[config.mk]
export PLATFORM = sky130hd
export DESIGN_NAME = inorder_mpmp_fifo_flat
export DESIGN_NICKNAME = d
export VERILOG_FILES = /design/src/rtl/inorder_mpmp_fifo_if.sv /design/src/rtl/inorder_mpmp_fifo.sv /design/src/flat_wrapper.sv
export SDC_FILE = /design/constraint.sdc
export NUM_CORES = 1
export LEC_CHECK = 0
export ABC_CLOCK_PERIOD_IN_PS = 13500
export CORE_ASPECT_RATIO = 1.5
export CORE_MARGIN = 1.5
export CORE_UTILIZATION = 59
export CTS_CLUSTER_SIZE = 40
export DETAILED_ROUTE_END_ITERATION = 7
export PLACE_DENSITY = 0.81
export SYNTH_ARGS = -nofsm -noshare
export SYNTH_HDL_FRONTEND = slang
export SYNTH_SLANG_ARGS = --single-unit
[constraint.sdc]
create_clock -name CLK -period 13.5 [get_ports CLK]
set_input_delay 2.025 -clock CLK [delete_from_list [all_inputs] [get_ports CLK]]
set_output_delay 2.025 -clock CLK [all_outputs]
set_load 0.02 [all_outputs]
[src/rtl/inorder_mpmp_fifo_if.sv]
// inorder_mpmp_fifo_if: dispatch/commit handshake bundle for the in-order multi-push/multi-pop queue
// push_vaild/push_data/push_ready: enqueue lanes; pop_vaild/pop_data/pop_ready: retire lanes
// flush: synchronous squash; count/empty/full: occupancy status
interface inorder_mpmp_fifo_if #(
  parameter int DW = 64,
  parameter int DP = 8,
  parameter int PUSH_N = 2,
  parameter int POP_N = 2
);
  localparam int CW = $clog2(DP + 1);
  logic flush;
  logic [PUSH_N-1:0] push_vaild;
  logic push_ready;
  logic [PUSH_N*DW-1:0] push_data;
  logic [POP_N-1:0] pop_vaild;
  logic [POP_N-1:0] pop_ready;
  logic [POP_N*DW-1:0] pop_data;
  logic [CW-1:0] count;
  logic empty;
  logic full;
  modport master (
    output flush, push_vaild, push_data, pop_ready,
    input push_ready, pop_vaild, pop_data, count, empty, full
  );
  modport slave (
    input flush, push_vaild, push_data, pop_ready,
    output push_ready, pop_vaild, pop_data, count, empty, full
  );
endinterface

[src/rtl/inorder_mpmp_fifo.sv]
// inorder_mpmp_fifo: in-order queue accepting up to PUSH_N and retiring up to POP_N entries per cycle
// CLK: clock; RSTn: asynchronous active-low reset
// bus (slave): push/pop lanes, flush, count/empty/full status
module inorder_mpmp_fifo #(
  parameter int DW = 64,
  parameter int DP = 8,
  parameter int PUSH_N = 2,
  parameter int POP_N = 2
) (
  input logic CLK,
  input logic RSTn,
  inorder_mpmp_fifo_if.slave bus
);
  localparam int AW = $clog2(DP);
  localparam int CW = $clog2(DP + 1);
  logic [DW-1:0] mem [DP];
  logic [AW:0] wr_ptr, rd_ptr, n_push, n_pop;
  logic [CW-1:0] count;
  logic push_ready, run_push, run_pop;
  assign count = CW'(wr_ptr - rd_ptr);
  assign push_ready = count <= CW'(DP - PUSH_N);
  assign bus.count = count;
  assign bus.push_ready = push_ready;
  assign bus.empty = count == '0;
  assign bus.full = count == CW'(DP);
  genvar j;
  for (j = 0; j < POP_N; j++) begin : g_pop
    assign bus.pop_vaild[j] = count > CW'(j);
    assign bus.pop_data[j*DW +: DW] = mem[AW'(rd_ptr[AW-1:0] + AW'(j))];
  end
  // only the leading run of ones counts, so a gap stops the lanes above it
  always_comb begin
    n_push = '0;
    run_push = 1'b1;
    for (int i = 0; i < PUSH_N; i++) begin
      run_push = run_push & bus.push_vaild[i];
      n_push = n_push + (AW+1)'(run_push);
    end
    n_push = push_ready ? n_push : '0;
  end
  always_comb begin
    n_pop = '0;
    run_pop = 1'b1;
    for (int i = 0; i < POP_N; i++) begin
      run_pop = run_pop & bus.pop_vaild[i] & bus.pop_ready[i];
      n_pop = n_pop + (AW+1)'(run_pop);
    end
  end
  always_ff @(posedge CLK)
    for (int i = 0; i < PUSH_N; i++)
      if (!bus.flush && (AW+1)'(i) < n_push)
        mem[AW'(wr_ptr[AW-1:0] + AW'(i))] <= bus.push_data[i*DW +: DW];
  always_ff @(posedge CLK or negedge RSTn)
    if (!RSTn) begin
      wr_ptr <= '0;
      rd_ptr <= '0;
    end else if (bus.flush) begin
      wr_ptr <= '0;
      rd_ptr <= '0;
    end else begin
      wr_ptr <= wr_ptr + n_push;
      rd_ptr <= rd_ptr + n_pop;
    end
endmodule
[src/flat_wrapper.sv]
// flat-port wrapper written by rule: the top's interface ports become plain ports
module inorder_mpmp_fifo_flat 
#(
  parameter int DW = 64,
  parameter int DP = 8,
  parameter int PUSH_N = 2,
  parameter int POP_N = 2
)
  (CLK, RSTn, bus_flush, bus_push_vaild, bus_push_data, bus_pop_ready, bus_push_ready, bus_pop_vaild, bus_pop_data, bus_count, bus_empty, bus_full);
  inorder_mpmp_fifo_if #(.DW(DW), .DP(DP), .PUSH_N(PUSH_N), .POP_N(POP_N)) bus_i ();
  input logic CLK;
  input logic RSTn;
  input wire logic [$bits(bus_i.flush)-1:0] bus_flush;
  input wire logic [$bits(bus_i.push_vaild)-1:0] bus_push_vaild;
  input wire logic [$bits(bus_i.push_data)-1:0] bus_push_data;
  input wire logic [$bits(bus_i.pop_ready)-1:0] bus_pop_ready;
  output wire logic [$bits(bus_i.push_ready)-1:0] bus_push_ready;
  output wire logic [$bits(bus_i.pop_vaild)-1:0] bus_pop_vaild;
  output wire logic [$bits(bus_i.pop_data)-1:0] bus_pop_data;
  output wire logic [$bits(bus_i.count)-1:0] bus_count;
  output wire logic [$bits(bus_i.empty)-1:0] bus_empty;
  output wire logic [$bits(bus_i.full)-1:0] bus_full;
  assign bus_i.flush = bus_flush;
  assign bus_i.push_vaild = bus_push_vaild;
  assign bus_i.push_data = bus_push_data;
  assign bus_i.pop_ready = bus_pop_ready;
  assign bus_push_ready = bus_i.push_ready;
  assign bus_pop_vaild = bus_i.pop_vaild;
  assign bus_pop_data = bus_i.pop_data;
  assign bus_count = bus_i.count;
  assign bus_empty = bus_i.empty;
  assign bus_full = bus_i.full;
  inorder_mpmp_fifo #(.DW(DW), .DP(DP), .PUSH_N(PUSH_N), .POP_N(POP_N)) u_core (.CLK(CLK), .RSTn(RSTn), .bus(bus_i));
endmodule
==> qor.txt <==
Clock tree sinks: 520
Total wire length after detailed routing: 81200 µm
Quantity of I/O buffers inserted on ports: 271
Setup crit end kind: output pin
DRC violations left: 0
Clock skew: 0.0188 ns
Maximum net fanout on the critical path: 65
Layout overhead on the synthesized area: 15.8%
Required time worst endpoint: 11.48 ns
Gate count of the mapped netlist: 1769
Clk_lat worst skew: 0.59 ns
Post-DP Area: 34000 µm²
Net switching power: 2.47 mW
Status: finished, final reports clean
Area fraction of the dominant cell type after synthesis: 49.9%
Fraction of layout instances using a drive strength above 1: 46.0%
Cell Pwr Density: 196 nW/µm²
Critical path type: register to output pin
CTS H-Tree Depth: 2
Floorplan Core Area: 51700 µm²
Fmax achieved: 138 MHz
CTS clk-pin slew, worst paths: 0.06 ns
Most frequently used flop master after synthesis: sky130_fd_sc_hd__edfxtp_1
Time the final worst path needs with I/O delays and setup: 7.24 ns
Average routed wire per standard cell: 29.8 µm
Number of flops mapped to enable cells by yosys: 512
Met3 wire length: 5240 µm
Initial core utilization: 59.7%
Wire length of the first global-routing pass: 120000 µm
Number of buffer and inverter stages on the critical path: 3
Setup_tns: 0 ns
Most frequent cells after synthesis: 512 x sky130_fd_sc_hd__edfxtp_1, 336 x sky130_fd_sc_hd__mux2_2, 256 x sky130_fd_sc_hd__mux4_2
Most area-consuming cells after synthesis: sky130_fd_sc_hd__edfxtp_1 50%, sky130_fd_sc_hd__mux4_2 19%, sky130_fd_sc_hd__mux2_2 12%
Clock Tree Root: sky130_fd_sc_hd__clkbuf_16
Reg power frac: 30.0%
Number of warnings printed during yosys synthesis: 0
FFs w/ async S/R, synth: 1.54%
Met2 wirelength from detailed routing: 42900 µm
RePlAce Congestion: 0.790
Power share of the clock group: 20.3%
Post-Syn Nets: 1917
Cell row count: 102
Vias: 18200
Pin count of the biggest net entering global routing: 160
Final design area excluding fillers: 35700 µm²
Proportion of total power due to net switching: 35.3%
TritonCTS clock tree: done
Worst EP arrival: 5.22 ns
Worst-margin pin slew: 1.30 ns
Die Span Y: 283 µm
Antenna violations before repair: 16
Number of fill cells: 3403
Area taken by multi-input logic gates: 14600 µm²
Uppermost signal routing layer after detailed routing: met5
Post-CTS setup repair buffer count: 0
Post-CTS Hold Fix Bufs: 0
Iteration-0 DRC count of the detailed router: 1578
Routed Antenna Nets: 0
Number of buffers created by CTS: 51
Stage delay of the slowest cell on the critical path: 1.12 ns
Number of flip-flops and latches in the synthesized netlist: 520
Final Hold Viols: 0
Portion of the post-synthesis area used by sequential elements: 50.5%
Distinct cell type count after synthesis: 32
Most frequent cell after synthesis: sky130_fd_sc_hd__edfxtp_1
Max Cap Viol: 0
Via count of the first global-routing pass: 19300
Slowest library cell on the worst path: sky130_fd_sc_hd__dfrtp_4
Highest ir drop seen on vdd: 183 µV
Hold_ws: 0.566 ns
Die boundary width: 190 µm
Nature of the critical path startpoint: register
Int Pwr: 4.52 mW
Post-detailed-placement half-perimeter wirelength: 46300 µm
GR Util All Layers: 30.5%
Die outline area: 53700 µm²
Avg Vias per Cell: 6.67
Syn Std Cell Area: 30800 µm²
Library cell appearing most often on the critical path: sky130_fd_sc_hd__buf_4
Worst slew margin relative to its limit: 13.6%
Maximum clock path buffer count: 3
RSZ-0062 raised after global routing: no
Nets: 2140
Post-synthesis average cell area: 17.4 µm²
Critical path, cell by cell: ha_4 -> buf_4 -> buf_4 -> mux4_2 -> mux2_2 -> clkdlybuf4s50_1
Hold WC Path Type: register to register
Number of I/O pins: 272
Combinational share of power: 49.7%
Routed metal-1 wirelength: 30000 µm
Global route total overflow: 0
Share of the cycle needed by the critical path after routing: 53.6%
Leakage power: 12.6 nW
Crit-path leading delay family: buffers and inverters
Number of detailed-routing iterations run before antenna repair: 5
Number of resized instances in the post-cts repair step: 0
Biggest area consumer among synthesized cells: sky130_fd_sc_hd__edfxtp_1
Final setup vio count: 0
Overall power of the completed layout: 6.99 mW
Sequential cell area: 15600 µm²
Final max-slew violation count: 0
==> final cells by class <==
cell class	instances	share of cell area (%)
Antenna cell	14	0.0981
Clock buffer	62	3.75
Clock inverter	31	0.834
Inverter	9	0.0981
Multi-Input combinational cell	1103	40.8
Sequential cell	520	43.6
Tap cell	676	2.37
Timing Repair Buffer	307	8.39
==> metrics by stage <==
step	utilization, %	cells	setup WS (ns)
after global placement	65.9	2615	6.75
after floorplan	-	1769	3.65
after CTS	69.0	2708	6.13
final	69.1	2722	6.26
after detailed placement	65.9	2615	6.77
after global routing	69.1	2722	5.95
==> cell usage in the layout (no fill, tap or decap), types with 5 or more instances in the layout <==
cell,count
sky130_fd_sc_hd__edfxtp_1,512
sky130_fd_sc_hd__mux2_2,336
sky130_fd_sc_hd__clkdlybuf4s50_1,271
sky130_fd_sc_hd__mux4_2,256
sky130_fd_sc_hd__mux2_4,207
sky130_fd_sc_hd__nand2_1,196
sky130_fd_sc_hd__clkbuf_16,52
sky130_fd_sc_hd__buf_4,35
sky130_fd_sc_hd__mux2_1,33
sky130_fd_sc_hd__diode_2,14
sky130_fd_sc_hd__nor2_1,11
sky130_fd_sc_hd__clkinv_2,11
sky130_fd_sc_hd__clkinv_1,11
sky130_fd_sc_hd__clkbuf_1,10
sky130_fd_sc_hd__ha_1,9
sky130_fd_sc_hd__inv_1,8
sky130_fd_sc_hd__nand3_4,8
sky130_fd_sc_hd__nor2b_1,5
sky130_fd_sc_hd__bufinv_16,5
sky130_fd_sc_hd__dfrtp_1,5
==> state kept, by name, summed over array words and instances (netlist names) <==
register,count
u_core.rd_ptr,4
u_core.mem,512
u_core.wr_ptr,4
==> power by group through the flow <==
stage	Sequential, mW	Combinational [mW]	Clock (mW)
2_1_floorplan	2.06	2.28	0
3_5_place_dp	2.13	3.49	0
3_3_place_gp	2.11	3.46	0
4_1_cts	2.09	3.51	1.44
5_1_grt	2.11	3.67	1.49
6_report	2.10	3.48	1.42
==> logic make-up (layout without fill, tap and decap cells) <==
group	Yosys count	count (layout)	share of synthesized area [%]
AOI/OAI and AO/OA	12	12	0.264
xor gates and xnor gates	10	10	0.284
adders and majority gates	13	13	0.601
buffers and inverters	146	409	2.96
DFF	520	520	50.5
muxes	832	832	42.3
other	0	14	0
and+or+nand+nor	236	236	3.12
==> path summary, 6_finish.rpt <==
| path | startpoint | end | slack, ns | depth (start not counted) |
|---|---|---|---|---|
| max | u_core.rd_ptr[1] | bus_pop_data[65] | 6.26 | 6 |
| min | u_core.rd_ptr[3] | u_core.rd_ptr[3] | 0.57 | 2 |
| max reg2reg | u_core.rd_ptr[2] | u_core.mem[2][11] | 7.93 | 9 |
| min reg2reg | u_core.rd_ptr[3] | u_core.rd_ptr[3] | 0.57 | 2 |
| max in group asynchronous | RSTn | u_core.rd_ptr[0] | 11.41 | 1 |
| min in group asynchronous | RSTn | u_core.wr_ptr[0] | 1.75 | 1 |
==> layer usage <==
layer | vias up | track usage, %
met3 | 160 | 4.74
li1 | 7632 | -
met2 | 794 | 53.5
met5 | - | 0
met1 | 9568 | 37.1
met4 | 6 | 13.3
==> worst min-delay path, delay by kind of cell, from the launching register on <==
family           cells  cell delay, ns
XOR/XNOR             1            0.12
flip-flops           1            0.37
AND/OR/NAND/NOR      1            0.04
(Power assumes the default switching activity.)
